<file path="config.mk">
export PLATFORM = sky130hd
export DESIGN_NAME = branch_predictor_ras_bht_flat
export DESIGN_NICKNAME = d
export VERILOG_FILES = /design/src/rtl/branch_predictor_ras_bht_pkg.sv /design/src/rtl/branch_predictor_ras_bht_if.sv /design/src/rtl/branch_predictor_ras_bht_ras.sv /design/src/rtl/branch_predictor_ras_bht.sv /design/src/flat_wrapper.sv
export SDC_FILE = /design/constraint.sdc
export NUM_CORES = 2
export LEC_CHECK = 0
export ABC_AREA = 1
export CAP_MARGIN = 5
export CORE_MARGIN = 2
export CORE_UTILIZATION = 30
export CTS_BUF_LIST = sky130_fd_sc_hd__clkbuf_4 sky130_fd_sc_hd__clkbuf_8 sky130_fd_sc_hd__clkbuf_16
export CTS_CLUSTER_SIZE = 24
export DETAILED_ROUTE_END_ITERATION = 10
export SYNTH_ARGS = -nofsm -noshare
export SYNTH_HDL_FRONTEND = slang
export SYNTH_SLANG_ARGS = --single-unit
</file>
<file path="constraint.sdc">
create_clock -name clk -period 6.2 [get_ports clk]
set_clock_uncertainty 0.05 [all_clocks]
set_input_delay 0.93 -clock clk [delete_from_list [all_inputs] [get_ports clk]]
set_output_delay 0.93 -clock clk [all_outputs]
set_load 0.03 [all_outputs]
</file>
<file path="src/rtl/branch_predictor_ras_bht_pkg.sv">
// Shared types, MIPS encoding constants and decode helpers for the fetch-stage
// branch predictor (BHT direction table + return-address stack).
package bp_pkg;

    typedef logic [1:0] bht_ctr_t;

    localparam bht_ctr_t BHT_INIT = 2'b01;

    localparam logic [5:0] OP_SPECIAL = 6'h00;
    localparam logic [5:0] OP_REGIMM  = 6'h01;
    localparam logic [5:0] OP_J       = 6'h02;
    localparam logic [5:0] OP_JAL     = 6'h03;
    localparam logic [5:0] OP_BEQ     = 6'h04;
    localparam logic [5:0] OP_BNE     = 6'h05;
    localparam logic [5:0] OP_BLEZ    = 6'h06;
    localparam logic [5:0] OP_BGTZ    = 6'h07;

    localparam logic [5:0] FN_JR      = 6'h08;
    localparam logic [5:0] FN_JALR    = 6'h09;

    localparam logic [4:0] RT_BLTZ    = 5'h00;
    localparam logic [4:0] RT_BGEZ    = 5'h01;
    localparam logic [4:0] RT_BLTZAL  = 5'h10;
    localparam logic [4:0] RT_BGEZAL  = 5'h11;
    localparam logic [4:0] REG_RA     = 5'd31;

    typedef enum logic [1:0] {
        CLS_NONE,
        CLS_JUMP,
        CLS_COND,
        CLS_INDIRECT
    } inst_class_t;

    function automatic inst_class_t classify(logic [31:0] inst);
        inst_class_t cls;
        cls = CLS_NONE;
        case (inst[31:26])
            OP_J, OP_JAL:                    cls = CLS_JUMP;
            OP_BEQ, OP_BNE, OP_BLEZ, OP_BGTZ: cls = CLS_COND;
            OP_REGIMM: begin
                if (inst[20:16] == RT_BLTZ   || inst[20:16] == RT_BGEZ ||
                    inst[20:16] == RT_BLTZAL || inst[20:16] == RT_BGEZAL)
                    cls = CLS_COND;
            end
            OP_SPECIAL: begin
                if (inst[5:0] == FN_JR || inst[5:0] == FN_JALR)
                    cls = CLS_INDIRECT;
            end
            default: cls = CLS_NONE;
        endcase
        return cls;
    endfunction

    // Saturating 2-bit counter step.
    function automatic bht_ctr_t ctr_next(bht_ctr_t c, logic taken);
        if (taken)
            return (c == 2'b11) ? c : c + 2'b01;
        else
            return (c == 2'b00) ? c : c - 2'b01;
    endfunction

endpackage

</file>
<file path="src/rtl/branch_predictor_ras_bht_if.sv">
// Fetch/predict/resolve signal bundle between the fetch stage and the predictor.
interface branch_predictor_ras_bht_if;

    logic        stall;
    logic        f_valid;
    logic [31:0] f_pc;
    logic [31:0] f_inst;
    logic        pred_is_branch;
    logic        pred_taken;
    logic [31:0] pred_target;
    logic        pred_is_call;
    logic        pred_is_return;
    logic        upd_valid;
    logic        upd_is_cond;
    logic [31:0] upd_pc;
    logic        upd_taken;
    logic        ras_flush;
    logic        ras_empty;
    logic        ras_full;

    modport master (
        output stall, f_valid, f_pc, f_inst,
        output upd_valid, upd_is_cond, upd_pc, upd_taken, ras_flush,
        input  pred_is_branch, pred_taken, pred_target, pred_is_call, pred_is_return,
        input  ras_empty, ras_full
    );

    modport slave (
        input  stall, f_valid, f_pc, f_inst,
        input  upd_valid, upd_is_cond, upd_pc, upd_taken, ras_flush,
        output pred_is_branch, pred_taken, pred_target, pred_is_call, pred_is_return,
        output ras_empty, ras_full
    );

endinterface

</file>
<file path="src/rtl/branch_predictor_ras_bht_ras.sv">
// Circular return-address stack. Overflow overwrites the oldest entry; a
// simultaneous pop+push replaces the top; flush empties it.
module bp_ras #(
    parameter int unsigned DEPTH = 8
) (
    input  logic        clk,
    input  logic        rst,
    input  logic        push,
    input  logic        pop,
    input  logic        flush,
    input  logic [31:0] push_data,
    output logic [31:0] top,
    output logic        empty,
    output logic        full
);

    localparam int unsigned PW = $clog2(DEPTH);
    localparam logic [PW:0] FULL_COUNT = (PW+1)'(DEPTH);

    logic [31:0]   mem [DEPTH];
    logic [PW-1:0] wr_ptr, wr_ptr_next, top_ptr, mem_addr;
    logic [PW:0]   count, count_next;
    logic          mem_we, do_pop;

    assign top_ptr = wr_ptr - 1'b1;
    assign top     = mem[top_ptr];
    assign empty   = (count == '0);
    assign full    = (count == FULL_COUNT);

    // Next pointer/count and memory write selection.
    always_comb begin
        wr_ptr_next = wr_ptr;
        count_next  = count;
        mem_we      = 1'b0;
        mem_addr    = wr_ptr;
        do_pop      = pop && (count != '0);
        if (flush) begin
            count_next = '0;
        end else if (do_pop && push) begin
            mem_we   = 1'b1;
            mem_addr = top_ptr;
        end else if (do_pop) begin
            wr_ptr_next = top_ptr;
            count_next  = count - 1'b1;
        end else if (push) begin
            mem_we      = 1'b1;
            wr_ptr_next = wr_ptr + 1'b1;
            if (count != FULL_COUNT)
                count_next = count + 1'b1;
        end
    end

    // Pointer and occupancy registers.
    always_ff @(posedge clk) begin
        if (rst) begin
            wr_ptr <= '0;
            count  <= '0;
        end else begin
            wr_ptr <= wr_ptr_next;
            count  <= count_next;
        end
    end

    // Entry storage; contents are meaningless while count is zero.
    always_ff @(posedge clk) begin
        if (mem_we && !rst)
            mem[mem_addr] <= push_data;
    end

endmodule

</file>
<file path="src/rtl/branch_predictor_ras_bht.sv">
// Fetch-stage predictor: predecodes the fetched MIPS word, predicts conditional
// branches from a PC-indexed 2-bit counter table and JR $31 from the RAS.
module branch_predictor_ras_bht
    import bp_pkg::*;
#(
    parameter int unsigned BHT_ENTRIES = 256,
    parameter int unsigned RAS_DEPTH   = 8
) (
    input logic                       clk,
    input logic                       rst,
    branch_predictor_ras_bht_if.slave bp
);

    localparam int unsigned IDX = $clog2(BHT_ENTRIES);

    bht_ctr_t       bht [BHT_ENTRIES];
    logic [IDX-1:0] rd_idx, wr_idx;
    inst_class_t    cls;
    logic [4:0]     rs;
    logic [31:0]    pc4, br_target, j_target, link_addr, ras_top;
    logic           fire, rs_is_ra, ras_push, ras_pop, ras_is_empty, ras_is_full;
    logic           is_branch, taken, is_call, is_return;
    logic [31:0]    target;
    logic           unused_upd_pc;

    assign rd_idx        = bp.f_pc[IDX+1:2];
    assign wr_idx        = bp.upd_pc[IDX+1:2];
    assign unused_upd_pc = ^{bp.upd_pc[31:IDX+2], bp.upd_pc[1:0]};
    assign rs            = bp.f_inst[25:21];
    assign rs_is_ra      = (rs == REG_RA);
    assign pc4           = bp.f_pc + 32'd4;
    assign br_target     = pc4 + {{14{bp.f_inst[15]}}, bp.f_inst[15:0], 2'b00};
    assign j_target      = {pc4[31:28], bp.f_inst[25:0], 2'b00};
    assign link_addr     = bp.f_pc + 32'd8;
    assign cls           = classify(bp.f_inst);
    assign fire          = bp.f_valid & ~bp.stall;
    assign ras_push      = fire & is_call;
    assign ras_pop       = fire & (cls == CLS_INDIRECT) & rs_is_ra;

    // Predecode and target/direction prediction.
    always_comb begin
        is_branch = 1'b0;
        taken     = 1'b0;
        target    = '0;
        is_call   = 1'b0;
        is_return = 1'b0;
        if (bp.f_valid) begin
            case (cls)
                CLS_JUMP: begin
                    is_branch = 1'b1;
                    taken     = 1'b1;
                    target    = j_target;
                    is_call   = (bp.f_inst[31:26] == OP_JAL);
                end
                CLS_COND: begin
                    is_branch = 1'b1;
                    taken     = bht[rd_idx][1];
                    target    = br_target;
                    is_call   = (bp.f_inst[31:26] == OP_REGIMM) &&
                                (bp.f_inst[20:16] == RT_BLTZAL || bp.f_inst[20:16] == RT_BGEZAL);
                end
                CLS_INDIRECT: begin
                    is_branch = 1'b1;
                    is_call   = (bp.f_inst[5:0] == FN_JALR);
                    is_return = (bp.f_inst[5:0] == FN_JR) && rs_is_ra;
                    if (is_return && !ras_is_empty) begin
                        taken  = 1'b1;
                        target = ras_top;
                    end
                end
                default: ;
            endcase
        end
    end

    // Counter table training from EX resolution; independent of fetch stall.
    always_ff @(posedge clk) begin
        if (rst) begin
            for (int unsigned i = 0; i < BHT_ENTRIES; i++)
                bht[i] <= BHT_INIT;
        end else if (bp.upd_valid && bp.upd_is_cond) begin
            bht[wr_idx] <= ctr_next(bht[wr_idx], bp.upd_taken);
        end
    end

    bp_ras #(.DEPTH(RAS_DEPTH)) u_ras (
        .clk       (clk),
        .rst       (rst),
        .push      (ras_push),
        .pop       (ras_pop),
        .flush     (bp.ras_flush),
        .push_data (link_addr),
        .top       (ras_top),
        .empty     (ras_is_empty),
        .full      (ras_is_full)
    );

    assign bp.pred_is_branch = is_branch;
    assign bp.pred_taken     = taken;
    assign bp.pred_target    = target;
    assign bp.pred_is_call   = is_call;
    assign bp.pred_is_return = is_return;
    assign bp.ras_empty      = ras_is_empty;
    assign bp.ras_full       = ras_is_full;

endmodule
</file>
<file path="src/flat_wrapper.sv">
// flat-port wrapper written by rule: the top's interface ports become plain ports
module branch_predictor_ras_bht_flat import bp_pkg::*;
#(
    parameter int unsigned BHT_ENTRIES = 256,
    parameter int unsigned RAS_DEPTH   = 8
)
  (clk, rst, bp_stall, bp_f_valid, bp_f_pc, bp_f_inst, bp_upd_valid, bp_upd_is_cond, bp_upd_pc, bp_upd_taken, bp_ras_flush, bp_pred_is_branch, bp_pred_taken, bp_pred_target, bp_pred_is_call, bp_pred_is_return, bp_ras_empty, bp_ras_full);
  branch_predictor_ras_bht_if bp_i ();
  input logic clk;
  input logic rst;
  input wire logic [$bits(bp_i.stall)-1:0] bp_stall;
  input wire logic [$bits(bp_i.f_valid)-1:0] bp_f_valid;
  input wire logic [$bits(bp_i.f_pc)-1:0] bp_f_pc;
  input wire logic [$bits(bp_i.f_inst)-1:0] bp_f_inst;
  input wire logic [$bits(bp_i.upd_valid)-1:0] bp_upd_valid;
  input wire logic [$bits(bp_i.upd_is_cond)-1:0] bp_upd_is_cond;
  input wire logic [$bits(bp_i.upd_pc)-1:0] bp_upd_pc;
  input wire logic [$bits(bp_i.upd_taken)-1:0] bp_upd_taken;
  input wire logic [$bits(bp_i.ras_flush)-1:0] bp_ras_flush;
  output wire logic [$bits(bp_i.pred_is_branch)-1:0] bp_pred_is_branch;
  output wire logic [$bits(bp_i.pred_taken)-1:0] bp_pred_taken;
  output wire logic [$bits(bp_i.pred_target)-1:0] bp_pred_target;
  output wire logic [$bits(bp_i.pred_is_call)-1:0] bp_pred_is_call;
  output wire logic [$bits(bp_i.pred_is_return)-1:0] bp_pred_is_return;
  output wire logic [$bits(bp_i.ras_empty)-1:0] bp_ras_empty;
  output wire logic [$bits(bp_i.ras_full)-1:0] bp_ras_full;
  assign bp_i.stall = bp_stall;
  assign bp_i.f_valid = bp_f_valid;
  assign bp_i.f_pc = bp_f_pc;
  assign bp_i.f_inst = bp_f_inst;
  assign bp_i.upd_valid = bp_upd_valid;
  assign bp_i.upd_is_cond = bp_upd_is_cond;
  assign bp_i.upd_pc = bp_upd_pc;
  assign bp_i.upd_taken = bp_upd_taken;
  assign bp_i.ras_flush = bp_ras_flush;
  assign bp_pred_is_branch = bp_i.pred_is_branch;
  assign bp_pred_taken = bp_i.pred_taken;
  assign bp_pred_target = bp_i.pred_target;
  assign bp_pred_is_call = bp_i.pred_is_call;
  assign bp_pred_is_return = bp_i.pred_is_return;
  assign bp_ras_empty = bp_i.ras_empty;
  assign bp_ras_full = bp_i.ras_full;
  branch_predictor_ras_bht #(.BHT_ENTRIES(BHT_ENTRIES), .RAS_DEPTH(RAS_DEPTH)) u_core (.clk(clk), .rst(rst), .bp(bp_i));
endmodule
</file>
Yosys cells after proc, flatten, opt, wreduce, memory -nomap -nowiden
Memory sizes are Yosys's and may differ from the RTL's.
Cells that the tools add are included.

cells by class
  add/subtract/negate cells = 9
  eq/ne operators = 19
  mux-type cells = 41
  bitwise gates (word level) = 7
  reductions and logical operators = 28

operators by type and width
  cell                     count
  $pmux W32 S3             1
  $mux W32                 2
  $add A32 B3 Y32 const B  1
  $add A32 B32 Y32         1
  $add A32 B4 Y32 const B  1
  $eq A6 B3 Y1 const B     4
  $mux W1                  19
  $mux W2                  8
  $eq A5 B5 Y1 const B     3
  $eq A6 B2 Y1 const B     2
  $eq A6 B4 Y1 const B     2
  $mux W3                  4
  $mux W4                  3
  $mux W8                  1
  $pmux W2 S4              1
  $logic_and A1 B1 Y1      7
  $eq A2 B2 Y1 const B     3
  $eq A6 B1 Y1 const B     1
  $logic_not A6 Y1         1
  $pmux W1 S3              2
  $reduce_and A3 Y1        2
  $reduce_or A2 Y1         3
  $eq A5 B1 Y1 const B     1
  $logic_not A5 Y1         1
  other kinds (19)         30

word-level totals
  register bits after elaboration = 7
  memory bits (writable) = 768
  output and inout bits = 38
  word-level logic and storage cells = 108
  memories kept = 2

memories
  name              words  width  rd ports  clocked after Yosys merged registers in  write ports  line                                RTL
  u_core.bht        256    2      2         0                                        256          branch_predictor_ras_bht.sv:16      bht_ctr_t bht [BHT_ENTRIES];
  u_core.u_ras.mem  8      32     1         0                                        1            branch_predictor_ras_bht_ras.sv:20  logic [31:0] mem [DEPTH];

Longest topological paths before layout
  depth after elaboration = 17
  gate-level depth with buffers = 22

Hierarchy
A second synthesis with hierarchy kept.

second synthesis, totals
  cell total of the unflattened synthesis = 5295
  area total of the unflattened synthesis = 43185.2 um^2

modules (own cells, without submodules)
  module                    times used  cells each  area each (um^2)  sequential area each (um^2)
  branch_predictor_ras_bht  1           4436        32622.5           15374.7
  bp_ras                    1           859         10562.6           7827.5

Least setup slack after synthesis
Ideal clock, no wire load.

  kind = input port to output port
  start = input port bp_f_pc[5]
  end = output port bp_pred_target[26]
  arrival time = 4113 ps
  required time = 5220 ps
  slack = 1107 ps
  cell stages on the path = 18
  buffers on the path = 1
  cell sequence = clkbuf_1 nand3_1 nor2_1 inv_1 nor2_1 nand4_1 xnor2_1 nand2_1 nand2_1 ha_1 a21oi_1 o21ai_0 a21oi_1 nand3_1 a21o_1 a21oi_1 o21ai_0 a21oi_1

between the ends
  longest elaborated chain between the ends = 4

RTL lines
  item              line                            RTL
  start, declared   flat_wrapper.sv:13              input wire logic [$bits(bp_i.f_pc)-1:0] bp_f_pc;
  $add A32 B3 Y32   branch_predictor_ras_bht.sv:31  assign pc4 = bp.f_pc + 32'd4;
  $add A32 B32 Y32  branch_predictor_ras_bht.sv:32  assign br_target = pc4 + {{14{bp.f_inst[15]}}, bp.f_inst[15:0], 2'b00};
  $pmux W32 S3      branch_predictor_ras_bht.sv:48  case (cls)
  $mux W32          branch_predictor_ras_bht.sv:47  if (bp.f_valid) begin
  end, declared     flat_wrapper.sv:22              output wire logic [$bits(bp_i.pred_target)-1:0] bp_pred_target;

No other way between the ends.

Worst setup path after layout
  start = input port bp_f_pc[5]
  end = output port bp_pred_target[28]

between the ends
  longest elaborated chain between the ends = 4

RTL lines
  item                 line
  $add A32 B3 Y32 (*)  branch_predictor_ras_bht.sv:31
  $add A32 B32 Y32     branch_predictor_ras_bht.sv:32
  $pmux W32 S3 (*)     branch_predictor_ras_bht.sv:48
  $mux W32 (*)         branch_predictor_ras_bht.sv:47

Mark *: on every way between the ends. The rest lies on a longest branch, timed or not.

==> metrics.md <==
| Metric | Value |
|---|---|
| Sequential area share after synthesis | 0.5406 |
| Endpoint, Worst Hold | u_core.u_ras.count[0] |
| Number of hold violations in the final report | 0 |
| Data arrival time of the worst path | 4950 ps |
| Unrepaired setup endpoints after global routing | no |
| Leakage power total | 17.60 nW |
| Layout area overhead | 14.13% |
| Largest fanout on the critical path | 6 |
| Max-slew violations | 0 |
| Post-DP HPWL | 91.38 mm |
| Initial cell density of the core | 0.3028 |
| Die area | 146,100 um2 |
| Pin count of the biggest net entering global routing | 182 |
| Sequential power share | 0.468 |
| Worst-margin pin slew | about 1200 ps |
| DRC errors left | 0 |
| Cell class contributing the biggest share of worst-path delay | simple AND/OR/NAND/NOR gates |
| Relative max-transition margin | 0.2007 |
| Reg2reg setup slack | 2270 ps |
| Setup Viol. Count Final | 0 |
| Clock Sink Count | 775 |
| Worst VDD drop | 0.0002167 V |
| Top cell type's share of synthesized area | 0.5374 |
| Global routing usage on met3 | 0.03792 |
| Achievable clock frequency | between 150 and 200 MHz |
| Height of the die | 382.2 um |
| Endpoint of the worst register-to-register path | u_core.u_ras.mem[5][24] |
| Most used DFF post-synth | edfxtp_1 |
| Share of final-layout standard cells stronger than drive strength 1 | 0.06092 |
| Cell with the biggest individual delay on the critical path | clkdlybuf4s50_1 |
| Worst hold path startpoint | u_core.u_ras.count[0] |
| Outcome | finished, final reports clean |
| Number of clock buffers inserted by TritonCTS | between 80 and 90 |
| Overflow after GRT | 0 |
| Critical path buffer and inverter count | 4 |
| Library cell with the largest summed area after synthesis | edfxtp_1 |
| Share of the clock period used by the worst path | 0.9568 |
| Clock transition at the registers of the reported paths | 60 ps |
| Row count | 138 |
| Peak per-stage delay on the critical path | 730 ps |
| Starting DRC count in detailed routing | roughly 4,200 |
| Path depth of the worst reg2reg path | 12 |
| Startpoint Class | input port |
| Number of antenna violations at the first check in global routing | 3 |
| Average wire per cell in the routed design | 20.77 um |
| Total via count in the routed design | between 30,000 and 40,000 |
| CORE AREA | 141,800 um2 |
| Switching power share of the total | 0.2717 |
| Clock tree from TritonCTS | built |
| Required time of the critical path | between 5000 and 6000 ps |
| Number of flops mapped to enable cells by yosys | 768 |
| Largest cells by area after synthesis | edfxtp_1 54%, nand2_1 13%, nor2_1 7.6% |
| Leading cell types in the layout, fill and taps excluded | 1,499 x nand2_1, 849 x nor2_1, 768 x edfxtp_1, 500 x inv_1, 459 x nand3_1 |
| WS Path Type | in -> out |
| Number of synthesized register bits | between 700 and 800 |
| Reg2Reg Launch Point | u_core.u_ras.wr_ptr[0] |
| Ratio of routed vias to standard cells | between 5 and 6 |
| Async set or reset register ratio after synthesis | 0 |
| Cell repeated most along the worst path | nand2_1 |
| Fin util | 0.3455 |
| Total iterations of the first detailed-routing run | 6 |
| Switching power | 0.003390 W |
| Total Nets Final | approximately 5,400 |
| Root buf cell | clkbuf_16 |
| Total routing resource utilization after global routing | 0.2011 |
| Portion of total power attributed to combinational logic | 0.121 |
| Number of max-cap violations | 0 |
| Number of global-route vias before repair | 35,930 |
| Path category of the worst min-delay check | reg -> reg |
| Clock H-tree levels | 3 |
| Met1 layer usage reported by global route | 0.2655 |
| X dimension of the die | 382.2 um |
| Clock network fraction of total power | 0.411 |
| Wire length reported by the detailed router | 150.1 mm |
| Antenna diode count | 0 |
| Min Clock Period, post-route | around 5900 ps |
| GRT busiest layer | met2 |
| First-pass GRT wire length | 222.5 mm |
| Skew-Pair Late Insertion Delay | 710 ps |
| Distinct cell type count after synthesis | 43 |
| Port-buffer cells | 117 |
| Final-layout setup total negative slack | 0 ps |
| Num ports | 142 |
| Cell count after synthesis | 5,287 |
| Number of warnings printed during yosys synthesis | 0 |
| Global routing met2 resource utilization | 0.3224 |
| Total standard cell area after synthesis | 42,920 um2 |
| Net count of the mapped netlist | 5,428 |
| Buffer levels on the longest clock path | 3 |
| Cell internal pwr | 0.009086 W |
| Power Density | ~250 nW/um2 |
| Detail Route Antenna Nets | 0 |
| Final estimated routing congestion in global placement | about 0.95 |
| Critical Path, Cell by Cell | clkdlybuf4s50_1 > nand3_1 > inv_1 > nand4_1 > nor4_1 > xor2_1 > nand2_1 > nand2_1 > ha_1 > a21oi_1 > o21ai_0 > a221oi_1 > o211ai_1 > nand2_1 > nand3_1 > a21oi_1 > buf_4 > buf_12 |
| Most common library cell in the layout ignoring fill and taps | nand2_1 |
| Cells on Worst Hold Path | 2 |
| Critical path capture point type | output port |
| Average footprint of a synthesized cell | 8.118 um2 |
==> registers in the layout, summed over array words and instances (netlist names) <==
signal,cells
u_core.u_ras.count,4
u_core.bht,512
u_core.u_ras.mem,256
u_core.u_ras.wr_ptr,3
==> layout make-up <==
| cell class | instances | area [um2] |
|---|---|---|
| Clock inverter | 49 | 422.9 |
| Inverter | 525 | 1987 |
| Multi-Input combinational cell | 3649 | 16440 |
| Tap cell | 1890 | 2365 |
| Timing Repair Buffer | 233 | 2220 |
| Clock buffer | 104 | 2340 |
| Fill cell | 14580 | 92780 |
| Sequential cell | 775 | 23210 |
==> power by group through the flow <==
stage | combinational, W | clock, W | sequential, W
2_1_floorplan | 0.000914 | 0 | 0.00594
3_3_place_gp | 0.00147 | 0 | 0.00595
3_5_place_dp | 0.00148 | 0 | 0.00595
4_1_cts | 0.00148 | 0.00520 | 0.00584
5_1_grt | 0.00162 | 0.00542 | 0.00584
6_report | 0.00151 | 0.00513 | 0.00584
==> tightest hold or removal path: stages (launching register included) <==
cell and delay [ps]:
dfxtp_1 310, nand2_1 60, a21oi_1 60
==> cells in the mapped netlist, types with 3 or more instances <==
cell type / count
dfxtp_1: 7
inv_2: 4
o211ai_1: 17
buf_4: 16
o22ai_1: 3
nand2_1: 1501
o21ai_0: 342
o21ai_1: 17
a31oi_1: 9
nor2_1: 865
nor4_1: 5
o21bai_1: 5
a22oi_1: 12
inv_1: 504
clkbuf_1: 185
or2_2: 8
edfxtp_1: 768
nand4_1: 32
clkinv_1: 17
nor3_1: 19
a32oi_1: 14
buf_1: 37
o221ai_1: 56
buf_2: 100
nand3_1: 459
a21oi_1: 170
ha_1: 35
xnor2_1: 9
xor2_1: 46
a21o_1: 5
==> metrics by stage <==
step	std cells	hold slack [ps]	area (um2)	total power (W)	setup WS [ps]
4_1_cts	7225	438.6	48970	0.01252	239.1
5_1_grt	7225	444.2	48980	0.01288	20.89
3_5_place_dp	7072	429.3	46200	0.007425	277.5
2_1_floorplan	5287	395.3	42920	0.006853	1107
6_report	7225	430.1	48980	0.01248	267.9
3_3_place_gp	7072	404.4	46200	0.007415	306.3
==> per-layer routing <==
layer / vias up / share of wire
li1: 17390 / -
met1: 17940 / 0.41
met2: 1778 / 0.46
met3: 338 / 0.094
met4: 4 / 0.044
met5: - / 0.00015
==> repair_timing <==
item                                    4_1_cts  5_1_grt
hold buffers                                  0        0
gates resized for setup                       0        3
buffers inserted                              0        0
endpoints found under the setup margin        0        9
==> cell families (layout without fill, tap and decap cells) <==
logic type               after synthesis  count (layout)  synth area share
AND/OR/NAND/NOR                     2895            2895            0.2703
buffers and inverters                863             911           0.07979
flip-flops                           775             775            0.5406
AO/OA/AOI/OAI                        660             660           0.08644
XOR/XNOR                              55              55           0.01122
adder cells (fa/ha/maj)               37              37           0.01114
multiplexers                           2               2         0.0004665
==> worst max-delay path by stage <==
stage,cells after the start,from,to
after floorplan,18,bp_f_pc[5],bp_pred_target[26]
after global placement,18,bp_f_pc[5],bp_pred_target[12]
after detailed placement,19,bp_f_pc[5],bp_pred_target[30]
after CTS,19,bp_f_pc[5],bp_pred_target[30]
after global routing,18,bp_f_pc[11],bp_pred_target[28]
final,18,bp_f_pc[5],bp_pred_target[28]
No activity file was read; power rests on OpenSTA's default activity.
